===== config.mk =====
export PLATFORM = sky130hd
export DESIGN_NAME = match_reporter
export DESIGN_NICKNAME = d
export VERILOG_FILES = /design/src/rtl/match_reporter.sv
export SDC_FILE = /design/constraint.sdc
export NUM_CORES = 2
export LEC_CHECK = 0
export CAP_MARGIN = 40
export CORE_UTILIZATION = 65
export CTS_CLUSTER_DIAMETER = 30
export DETAILED_ROUTE_END_ITERATION = 10
export HOLD_SLACK_MARGIN = 0.15
export PLACE_DENSITY = 0.89
export SLEW_MARGIN = 10
export SYNTH_ARGS = -nofsm -noshare
export SYNTH_HDL_FRONTEND = slang
export SYNTH_SLANG_ARGS = --single-unit

===== constraint.sdc =====
create_clock -name CLK -period 8.1 [get_ports CLK]
set_input_delay 1.62 -clock CLK [delete_from_list [all_inputs] [get_ports CLK]]
set_output_delay 1.62 -clock CLK [all_outputs]
set_load 0.05 [all_outputs]

===== src/rtl/match_reporter.sv =====
// Accept-table lookup on the per-byte state stream; buffers match records in a FIFO.
// Optional MATCH_REPORTER_CNT_EN adds a saturating MATCH_CNT of all stage-1 hits.
module match_reporter #(
  parameter int STATE_W    = 8,
  parameter int ID_W       = 4,
  parameter int POS_W      = 16,
  parameter int FIFO_DEPTH = 8,
  localparam int AW        = $clog2(FIFO_DEPTH),
  localparam int LW        = AW + 1
) (
  input  logic               CLK,
  input  logic               RST,
  input  logic               CLR,
  input  logic               EN,
  input  logic [STATE_W-1:0] NOW_STATE,
  input  logic               CFG_WE,
  input  logic [STATE_W-1:0] CFG_ADDR,
  input  logic               CFG_ACC,
  input  logic [ID_W-1:0]    CFG_ID,
  output logic               OUT_VALID,
  input  logic               OUT_READY,
  output logic [ID_W-1:0]    OUT_ID,
  output logic [POS_W-1:0]   OUT_POS,
  output logic [LW-1:0]      FIFO_LEVEL,
  output logic               OVERFLOW,
  output logic [7:0]         DROP_CNT
`ifdef MATCH_REPORTER_CNT_EN
  ,
  output logic [31:0]        MATCH_CNT
`endif
);

  localparam int NS = 2 ** STATE_W;
  localparam int RW = ID_W + POS_W;

  logic [NS-1:0]    acc_q;
  logic [ID_W-1:0]  id_q [NS];
  logic [POS_W-1:0] pos_q;
  logic             hit_q;
  logic [ID_W-1:0]  hit_id_q;
  logic [POS_W-1:0] hit_pos_q;
  logic [RW-1:0]    mem_q [FIFO_DEPTH];
  logic [AW-1:0]    rd_q;
  logic [AW-1:0]    wr_q;
  logic [LW-1:0]    lvl_q;
  logic             ovf_q;
  logic [7:0]       drop_q;
  logic             full;
  logic             pop;
  logic             push;
  logic             drop;
  logic [RW-1:0]    head;

  // Handshake decode: a full FIFO still accepts a push when it pops too
  always_comb begin
    full = (lvl_q == LW'(FIFO_DEPTH));
    pop  = (lvl_q != '0) && OUT_READY;
    push = hit_q && (!full || pop);
    drop = hit_q && full && !pop;
    head = mem_q[rd_q];
  end

  assign OUT_VALID  = (lvl_q != '0);
  assign OUT_ID     = OUT_VALID ? head[RW-1:POS_W] : '0;
  assign OUT_POS    = OUT_VALID ? head[POS_W-1:0] : '0;
  assign FIFO_LEVEL = lvl_q;
  assign OVERFLOW   = ovf_q;
  assign DROP_CNT   = drop_q;

  // Accept table; survives CLR, writes land on their own edge
  always_ff @(posedge CLK or negedge RST) begin
    if (!RST) begin
      acc_q <= '0;
      for (int i = 0; i < NS; i++) id_q[i] <= '0;
    end else if (CFG_WE) begin
      acc_q[CFG_ADDR] <= CFG_ACC;
      id_q[CFG_ADDR]  <= CFG_ID;
    end
  end

  // Byte position and stage-1 lookup register
  always_ff @(posedge CLK or negedge RST) begin
    if (!RST) begin
      pos_q     <= '0;
      hit_q     <= 1'b0;
      hit_id_q  <= '0;
      hit_pos_q <= '0;
    end else if (CLR) begin
      pos_q     <= '0;
      hit_q     <= 1'b0;
      hit_id_q  <= '0;
      hit_pos_q <= '0;
    end else begin
      hit_q <= EN && acc_q[NOW_STATE];
      if (EN) begin
        hit_id_q  <= id_q[NOW_STATE];
        hit_pos_q <= pos_q;
        pos_q     <= pos_q + 1'b1;
      end
    end
  end

  // FIFO storage; contents are don't-care outside the valid window
  always_ff @(posedge CLK) begin
    if (push && !CLR) mem_q[wr_q] <= {hit_id_q, hit_pos_q};
  end

  // FIFO pointers, level and drop bookkeeping
  always_ff @(posedge CLK or negedge RST) begin
    if (!RST) begin
      rd_q   <= '0;
      wr_q   <= '0;
      lvl_q  <= '0;
      ovf_q  <= 1'b0;
      drop_q <= '0;
    end else if (CLR) begin
      rd_q   <= '0;
      wr_q   <= '0;
      lvl_q  <= '0;
      ovf_q  <= 1'b0;
      drop_q <= '0;
    end else begin
      if (pop)  rd_q <= rd_q + 1'b1;
      if (push) wr_q <= wr_q + 1'b1;
      unique case ({push, pop})
        2'b10:   lvl_q <= lvl_q + 1'b1;
        2'b01:   lvl_q <= lvl_q - 1'b1;
        default: lvl_q <= lvl_q;
      endcase
      if (drop) begin
        ovf_q <= 1'b1;
        if (drop_q != 8'hFF) drop_q <= drop_q + 1'b1;
      end
    end
  end

`ifdef MATCH_REPORTER_CNT_EN
  logic [31:0] mcnt_q;

  assign MATCH_CNT = mcnt_q;

  // Saturating count of every stage-1 hit, dropped or not
  always_ff @(posedge CLK or negedge RST) begin
    if (!RST) begin
      mcnt_q <= '0;
    end else if (CLR) begin
      mcnt_q <= '0;
    end else if (hit_q && (mcnt_q != '1)) begin
      mcnt_q <= mcnt_q + 1'b1;
    end
  end
`endif

endmodule


==> metrics.txt <==
Tot Pwr=21.8 mW; outcome=finished clean; Post-synth EDFFs=160; post-route ant nets=0; Synth top area share=49.3%; Port Buffers=60; Post CTS Setup Buffer Count=0; Placement Setup Slack=2.62 ns; slowest library cell on the worst path=clkdlybuf4s50_1; via/cell ratio=7.24; startpoint types=register; Final Max Tran Viols=0; period utilisation layout=64.6%; syn nets=4563; Buf/Inv on CP=2; crit-path cells=buf_4 -> mux4_2 -> mux2i_1 -> nor2_1 -> clkdlybuf4s50_1; post-CTS sizing=0; most frequent cells after synthesis=1336 x dfrtp_1, 1285 x mux2_2, 283 x nor2_1; Clock Sinks=1496; post-detail-place hpwl=109000 um; maximum fanout along the worst path=42; area occupied by multi-input gates=0.0280 mm2; RSZ-0062 raised after global routing=no; HP Start=acc_q[130]$_DFFE_PN0P_; Setup TNS Final=0 ns; final worst slack=2.87 ns; CTS tree=done; register area=0.0382 mm2; Pre-antenna DRT Iters=7; initial DRC count=6222; insertion delay to the later sink of the worst-skew pair=0.88 ns; YS warnings=0; launch point of the worst path=rd_q[0]$_DFFE_PN0P_; Worst Skew=0.0630 ns; largest net degree at the start of global routing=187; Ports=61; pwr dens=274 mW/mm2; Max Fclk=0.191 GHz; Slew @ Worst Pin=1.07 ns; first-pass GRT wire length=308000 um; Area contributors post-synth=dfrtp_1 49%, mux2_2 21%, mux4_2 9.1%; Design Area, Final=0.0795 mm2; TritonCTS buffer count=284; gr usage total=38.8%; CP Data Arrival Time=3.61 ns; Final Hold Fails=0; min Tclk post-route=5.23 ns; H-tree depth=5; HP Class=register to register; final setup fails=0; post-synthesis async set-or-reset flop share=89.3%; maximum vdd drop=0.318 mV; #FFs+latches synth=1496; Avg Cell Area, Syn=15.0 um2; CP Class=register to primary output; Placer Congestion=0.901; layout cells sized above 1=44.5%; CTS Root Cell=clkbuf_16; # DRC=0; max-cap violation count=0; Placed Area=0.0697 mm2; DR WL/cell=33.1 um; Die X=325 um; leading area contributor after synthesis=dfrtp_1; CP Capture Type=primary output; Mapped Area=0.0678 mm2; Max Root-Sink Buffers=4; FP Rows=118; post-synthesis sequential area ratio=56.4%; initial antenna violation count=6; CP Data Required Time=6.48 ns; hold buffers post-CTS=0; number of global-route vias before repair=48200; Post-Route WL=207000 um; Syn Inst Count=4530; prevailing post-synth register cell=dfrtp_1; CP delay by family, top=buffers and inverters; CP max stage delay=0.71 ns; starting density of the core=65.5%; die area=0.106 mm2; post-placement cell count=5749; Layout Cells excl Fill=6260; via count=45300; chip height=325 um; filler instances=4934; P_leak=36.7 nW; worst r2r src=FIFO_LEVEL[1]$_DFFE_PN0P_; Yosys cell types=65; Final nets=4695; worst rel slew slack=28.2%; top-count cell post-synth=dfrtp_1; Area Growth Syn to Fin=17.2%; GRT overflow=0; CTS clk-pin slew, worst paths=0.05 ns; CORE AREA=0.103 mm2
## through the flow
stage | hold slack [ns] | util, %
final | 0.498 | 76.8
after floorplan | 0.474 | -
after CTS | 0.499 | 76.6
after global placement | 0.482 | 67.0
after detailed placement | 0.488 | 67.4
after global routing | 0.510 | 76.7
## power breakdown
part	internal, mW	switching, mW
Clock	7.89	4.14
Combinational	0.628	0.985
Sequential	7.90	0.212
Total	16.4	5.34
## placed cells by master, fill, tap and decap left out, types with 11 or more instances in the layout
| cell type | n |
|---|---|
| mux2i_1 | 247 |
| clkbuf_1 | 26 |
| nor2_1 | 275 |
| nand3_1 | 23 |
| o221ai_1 | 31 |
| nand2_1 | 180 |
| clkinv_2 | 32 |
| inv_6 | 26 |
| clkbuf_16 | 288 |
| mux4_2 | 273 |
| nor3_1 | 15 |
| o21ai_0 | 23 |
| o22ai_1 | 46 |
| mux2_2 | 1285 |
| a22oi_1 | 46 |
| clkinv_4 | 24 |
| a211oi_1 | 20 |
| edfxtp_1 | 160 |
| dfrtp_1 | 1335 |
| clkinvlp_4 | 25 |
| a21oi_1 | 31 |
| bufinv_16 | 35 |
| clkbuf_8 | 31 |
| a221oi_1 | 14 |
| nand4_1 | 14 |
| nand2b_1 | 11 |
| buf_4 | 71 |
| xor2_1 | 21 |
| diode_2 | 13 |
| clkdlybuf4s50_1 | 49 |
## sequential cells by signal, indices dropped and copies added (netlist names), 3 cells and up
name,flops
FIFO_LEVEL,4
hit_pos_q,16
rd_q,3
acc_q,256
pos_q,16
DROP_CNT,8
wr_q,3
hit_id_q,4
id_q,1024
mem_q,160
## final timing paths
path | slack, ns | cells past startpoint | endpoint
worst max-delay path | 2.87 | 5 | OUT_POS[6]
worst min-delay path | 0.50 | 1 | acc_q[130]$_DFFE_PN0P_
worst max register to register | 5.21 | 10 | FIFO_LEVEL[3]$_DFFE_PN0P_
worst min register to register | 0.50 | 1 | acc_q[130]$_DFFE_PN0P_
max in group asynchronous | 5.35 | 3 | id_q[936]$_DFFE_PN0P_
min in group asynchronous | 0.74 | 1 | id_q[907]$_DFFE_PN0P_
## per-layer routing
layer | GRT usage (%) | up-vias | wire [um]
met5 | 0.0453 | - | 168
met4 | 24.5 | 10 | 15400
met3 | 11.9 | 1141 | 24500
met2 | 59.2 | 3647 | 95600
met1 | 48.8 | 23300 | 71300
li1 | - | 17200 | -
## area by class of cell
type | instances | share of cell area [%]
multi-input combinational | 2706 | 35.3
tap | 1380 | 2.17
sequential | 1496 | 48.1
timing repair buffer | 167 | 2.29
clock inverter | 149 | 2.39
antenna | 13 | 0.0409
inverter | 7 | 0.0331
clock buffer | 342 | 9.68
## cells by family after synthesis
logic type / synth area share, %
muxes: 34.1
DFF: 56.4
and+or+nand+nor: 3.79
buffers and inverters: 2.39
AOI/OAI and AO/OA: 2.88
xor gates and xnor gates: 0.362
adders and majority gates: 0.111
## worst register-to-register path: stages, from the launching register on
cell	delay, ns
dfrtp_1	0.48
nor4_2	0.33
buf_4	0.33
inv_2	0.12
nand2_1	0.21
nor2_1	0.16
ha_1	0.39
a311o_1	0.38
nand3_1	0.12
xor2_1	0.20
nor2_1	0.06
Power figures use the tool's default switching activity.
